### src/rtl/led_fader.sv
// LED fader: ramps a PWM duty cycle toward the requested on/off level.
// A reversal mid-ramp turns around from the current duty without a jump.
//
// state | meaning
// LOW   | duty 0, idle, LED off
// RISE  | duty stepping up once every STEP_DIV cycles
// HIGH  | duty MAX, idle, LED fully on
// FALL  | duty stepping down once every STEP_DIV cycles
module led_fader #(
   parameter int PWM_BITS = 8,
   parameter int STEP_DIV = 48828
) (
   input  logic                clk_i,
   input  logic                rst_i,
   input  logic                led_i,
   output logic                led_o,
   output logic                busy_o,
   output logic [PWM_BITS-1:0] duty_o
);

   localparam int SW = (STEP_DIV > 2) ? $clog2(STEP_DIV) : 1;
   localparam logic [PWM_BITS-1:0] D_MAX  = '1;
   localparam logic [SW-1:0]       S_LAST = SW'(STEP_DIV - 1);

   typedef enum logic [1:0] {LOW, RISE, HIGH, FALL} state_t;

   state_t              state, state_nxt;
   logic                t;
   logic [PWM_BITS-1:0] d, d_nxt;
   logic [PWM_BITS-1:0] p;
   logic [SW-1:0]       s, s_nxt;
   logic                step;
   logic [SW-1:0]       s_inc;
   logic [PWM_BITS-1:0] d_up, d_dn;

   assign step  = (s == S_LAST);
   assign s_inc = step ? '0 : s + 1'b1;
   assign d_up  = d + 1'b1;
   assign d_dn  = d - 1'b1;

   always_ff @(posedge clk_i) begin
      if (rst_i) begin
         t     <= 1'b0;
         state <= LOW;
         d     <= '0;
         p     <= '0;
         s     <= '0;
         led_o <= 1'b0;
      end else begin
         t     <= led_i;
         state <= state_nxt;
         d     <= d_nxt;
         p     <= p + 1'b1;
         s     <= s_nxt;
         led_o <= (d == D_MAX) || (p < d);
      end
   end

   // A reversal takes priority over a pending step, so D is untouched that cycle.
   always_comb begin
      state_nxt = state;
      d_nxt     = d;
      s_nxt     = '0;
      unique case (state)
         LOW: begin
            if (t) state_nxt = RISE;
         end
         RISE: begin
            if (!t) begin
               state_nxt = FALL;
            end else if (d == D_MAX) begin
               state_nxt = HIGH;
            end else begin
               s_nxt = s_inc;
               if (step) begin
                  d_nxt = d_up;
                  if (d_up == D_MAX) state_nxt = HIGH;
               end
            end
         end
         HIGH: begin
            if (!t) state_nxt = FALL;
         end
         FALL: begin
            if (t) begin
               state_nxt = RISE;
            end else if (d == '0) begin
               state_nxt = LOW;
            end else begin
               s_nxt = s_inc;
               if (step) begin
                  d_nxt = d_dn;
                  if (d_dn == '0) state_nxt = LOW;
               end
            end
         end
         default: state_nxt = LOW;
      endcase
   end

   assign busy_o = (state == RISE) || (state == FALL);
   assign duty_o = d;

endmodule

### config.mk
export PLATFORM = sky130hd
export DESIGN_NAME = led_fader
export DESIGN_NICKNAME = d
export VERILOG_FILES = /design/src/rtl/led_fader.sv
export SDC_FILE = /design/constraint.sdc
export NUM_CORES = 1
export LEC_CHECK = 0
export ABC_AREA = 1
export CAP_MARGIN = 20
export CORE_MARGIN = 3
export CORE_UTILIZATION = 55
export CTS_BUF_LIST = sky130_fd_sc_hd__clkbuf_8
export CTS_CLUSTER_SIZE = 12
export DETAILED_ROUTE_END_ITERATION = 10
export GPL_TIMING_DRIVEN = 1
export PLACE_DENSITY = 0.74
export RECOVER_POWER = 50
export SYNTH_ARGS = -nofsm -noshare
export SYNTH_HDL_FRONTEND = slang
export SYNTH_SLANG_ARGS = --single-unit
### constraint.sdc
create_clock -name clk_i -period 3.4 [get_ports clk_i]
set_input_delay 0.85 -clock clk_i [delete_from_list [all_inputs] [get_ports clk_i]]
set_output_delay 0.85 -clock clk_i [all_outputs]
set_load 0.005 [all_outputs]
## Yosys cells after proc, flatten, opt, wreduce, memory -nomap -nowiden

Cells that the tools add are included.

- $add $sub $neg: 4
- $mul: 0
- Divide/modulo/power cells: 0
- Magnitude comparators: 1
- Eq/ne operators: 18
- Shifts and indexed selects: 0
- Mux-type cells: 24
- Bitwise logic cells: 0
- Reductions and logical operators: 8

Operators by type and width:

| cell | number |
|---|---|
| $mux W16 | 5 |
| $mux W8 | 6 |
| $pmux W16 S2 | 1 |
| $mux W2 | 10 |
| $add A16 B1 Y16 const B | 1 |
| $add A8 B1 Y8 const B | 2 |
| $eq A16 B16 Y1 const B | 1 |
| $eq A8 B8 Y1 const B | 2 |
| $logic_not A8 Y1 | 2 |
| $ne A2 B2 Y1 const B | 8 |
| $ne A4 B4 Y1 const B | 4 |
| $pmux W8 S2 | 1 |
| $lt A8 B8 Y1 | 1 |
| $pmux W2 S4 | 1 |
| $sub A8 B1 Y8 const B | 1 |
| $reduce_and A7 Y1 | 1 |
| $reduce_and A6 Y1 | 1 |
| $eq A2 B2 Y1 const B | 2 |
| $eq A2 B1 Y1 const B | 1 |
| $logic_not A2 Y1 | 1 |
| $logic_or A1 B1 Y1 | 2 |
| $reduce_bool A2 Y1 | 1 |

- Flip-flop bits (word level): 36
- Bits in latches: 0
- Bits in writable memories: 0
- Memory bits (read-only): 0
- Input port bits: 3
- Output and inout port bits: 10
- Logic and storage cells: 61
- Memories: 0

## Logic depth before layout (Yosys ltp)

- Word-level depth: 7
- Mapped depth: 15
- Gate-level depth less buffers: 15

## Worst setup path after synthesis

Ideal clock, no wire load.

- Kind: register to output
- From: register state[0]
- To: output busy_o
- Data arrival time: 914 ps
- Required time: 2,550 ps
- Slack: 1,636 ps
- Cell stages (with the launch flop): 5
- Path buffers: 1
- Cells stage by stage: dfxtp_1 ha_1 buf_2 inv_1 nand2_1

- Word-level cells in the longest chain between the ends: 2

Ends and longest elaborated chain:

| what | RTL line | source |
|---|---|---|
| start: declaration | 27 | `state_t state, state_nxt;` |
| start signal: assignment | 51 | `state <= state_nxt;` |
| $eq A2 B1 Y1 or $eq A2 B2 Y1 (tied branches) | 101 | `assign busy_o = (state == RISE) \|\| (state == FALL);` |
| $logic_or A1 B1 Y1 * | 101 |  |
| end: declaration | 17 | `output logic busy_o,` |

Every way passes the cells marked *; elsewhere a longest branch is shown, timed or not.

==> flow_summary.json <==
{
  "run_status": "finished, final reports clean",
  "avgSynthCellArea_sq_um": 6.72,
  "worst-path-buf-inv": 3,
  "p_leak_uw": 0.00108,
  "clk_latency_ns": 0.28,
  "dr.pass1.iters": 4,
  "ys_async_sr_fraction": 0,
  "slew_headroom": 0.205,
  "finalHoldViolCount": 0,
  "dieArea_sq_um": 5020,
  "finalWorstSetupSlack_ns": 0.470,
  "h-tree-depth": 2,
  "yosysMostFrequentCell": "nand2_1",
  "drt_iter0_drc": 72,
  "port_buffers": 12,
  "gr-total-overflow": 0,
  "fillers": 354,
  "wl_mm": 4.80,
  "ys_seq_area_frac": 0.312,
  "synth_common_cells": "nand2_1 (76), inv_1 (48), nor2_1 (48)",
  "grt_pass1_vias": 1930,
  "num_vias": 2131,
  "fin_crit_ns": 2.93,
  "wl_per_cell_um": 11.8,
  "grt_max_degree": 17,
  "synth-seq-cells": 36,
  "syn_area_sq_um": 2310,
  "drive_gt1_frac": 0.0642,
  "gp_congestion": 0.915,
  "setup_viol": 0,
  "place_ws_ns": 0.950,
  "finalCritPeriodShare": 0.862,
  "synth_edf_count": 0,
  "cts-root-buf": "clkbuf_8",
  "io_pins": 13,
  "slew_viol_final": 0,
  "crit_chain": "dlygate4sd3_1 > clkbuf_1 > inv_1 > nand2_1 > nor2_1 > o21ai_1 > nor3_1",
  "grt_setup_unrepaired": "false",
  "vdd_ir_drop_max_uv": 342,
  "synth_nets": 365,
  "clock-sinks": 36,
  "crit_path_end_kind": "flop",
  "finalSetupTns_ns": 0,
  "ant_nets": 0,
  "initial_core_util": 0.600,
  "diodes": 0,
  "area_delta_synth_final_pct": 9.42,
  "worst_path_max_delay_cell": "o21ai_1",
  "tightest_slew_ns": 1.19,
  "syn_inst": 344,
  "via_per_inst": 5.25,
  "grt_use_total": 0.203,
  "postCtsHoldBufs": 0,
  "drc": 0,
  "cp.arrival_ns": 3.04,
  "cts_resized": 0,
  "coreArea_sq_um": 3850,
  "max-cap-violations": 0,
  "clkTransAtPathRegs_ns": 0.07,
  "synth.distinct_cells": 30,
  "critPathMaxStageDelay_ns": 0.62,
  "yosys-top-cells-area": "dfxtp_1 (31%), nand2_1 (12%), ha_1 (9.7%), inv_1 (7.8%), nor2_1 (7.8%)",
  "synth_largest_area_cell": "dfxtp_1",
  "path_class": "in2reg",
  "cts_setup_buffers": 0,
  "fin_util": 0.656,
  "critPathLaunchType": "input pin",
  "cts_buffer_depth": 2,
  "hold_class": "reg2reg",
  "dpl.hpwl_mm": 3.83,
  "cts_tree": "built",
  "row_count": 22,
  "ys_warn_count": 0,
  "hold_slack_ns": 0.457,
  "fmax_mhz": 341,
  "grt_pass1_wl_mm": 8.27,
  "antenna_found_initial": 0,
  "cp.required_ns": 3.51,
  "yosys.area.top_type_share": 0.312,
  "die_h_um": 70.8,
  "p_per_area_nw_per_um2": 614,
  "cts_buffers": 5,
  "clock_skew_ns": 0.00516,
  "worstPathMaxFanout": 16,
  "cp_top_family": "buffers and inverters",
  "synthFlopType": "dfxtp_1",
  "die_width_um": 70.8,
  "nNetsFinal": 379
}
## routing by layer
layer | routed length (um) | share of wire | GRT usage
met2 | 2370 | 0.49 | 0.345
met4 | 44 | 0.0092 | 0.0647
met3 | 165 | 0.034 | 0.0469
met1 | 2220 | 0.46 | 0.253
met5 | 0 | 0 | 0
## worst reg2reg max path: cells and delay by family, from the launching register on
kind / cells / cell delay (ns)
adder cells (fa/ha/maj): 1 / 0.21
AND/OR/NAND/NOR: 6 / 0.66
buffers and inverters: 1 / 0.15
AO/OA/AOI/OAI: 1 / 0.92
flip-flops: 1 / 0.37
## flip-flops by register name, indices dropped and copies added (netlist names)
register	cells
duty_o	8
led_o	1
p	8
s	16
state	2
t	1
## kinds of logic (layout without fill, tap and decap cells)
group           Yosys count  in the layout  share of synthesized area
fa+ha+maj                18             18                     0.0974
xor+xnor                  8              8                     0.0303
buf+inv                  59             73                      0.106
flops                    36             36                      0.312
simple gates            178            178                      0.349
compound gates           45             45                      0.106
## cells in the final DEF (no fill, tap or decap)
cell and count:
a21oi_1 22, nor2_1 48, clkinv_1 1, nor3b_2 1
dfxtp_1 36, nand4_1 9, nand3_1 25, o211ai_1 1
o21ai_1 4, nor4_1 1, nor3b_1 3, clkdlybuf4s50_1 6
a31oi_1 2, xor2_1 6, ha_1 18, nor2_4 2
nor3_1 4, o21ai_0 15, clkbuf_1 1, nand2_2 5
dlygate4sd3_1 6, inv_1 48, nor4_4 1, a211oi_1 1
nand2_1 76, clkbuf_8 7, xnor2_1 2, nor2_2 3
inv_2 4
## metrics by stage
stage               std cells  area (sq um)  total power (uW)
CTS                       406          2550              1570
floorplan                 344          2310              1060
global route              406          2530              1690
detailed placement        399          2450              1250
finish                    406          2530              1550
global placement          399          2450              1250
## power breakdown
group	total, uW	switching (uW)	internal, uW
sequential	529	61.2	468
combinational	705	433	272
clock	319	139	180
## path summary, 6_finish.rpt
path | slack (ns) | end | depth (start not counted) | start
hold reg to reg | 0.46 | s[0] | 1 | s[0]
setup / recovery | 0.47 | s[13] | 7 | rst_i
setup reg to reg | 0.92 | s[13] | 9 | duty_o[1]
hold / removal | 0.46 | s[0] | 1 | s[0]
## cell type report
| class | count | area, sq um | area share |
|---|---|---|---|
| Clock buffer | 7 | 96.3 | 0.0381 |
| Inverter | 53 | 199 | 0.0786 |
| Multi-Input combinational cell | 249 | 1330 | 0.526 |
| Sequential cell | 36 | 721 | 0.285 |
| Tap cell | 48 | 60.1 | 0.0237 |
| Timing Repair Buffer | 13 | 124 | 0.0490 |
No activity file was read; power rests on OpenSTA's default activity.
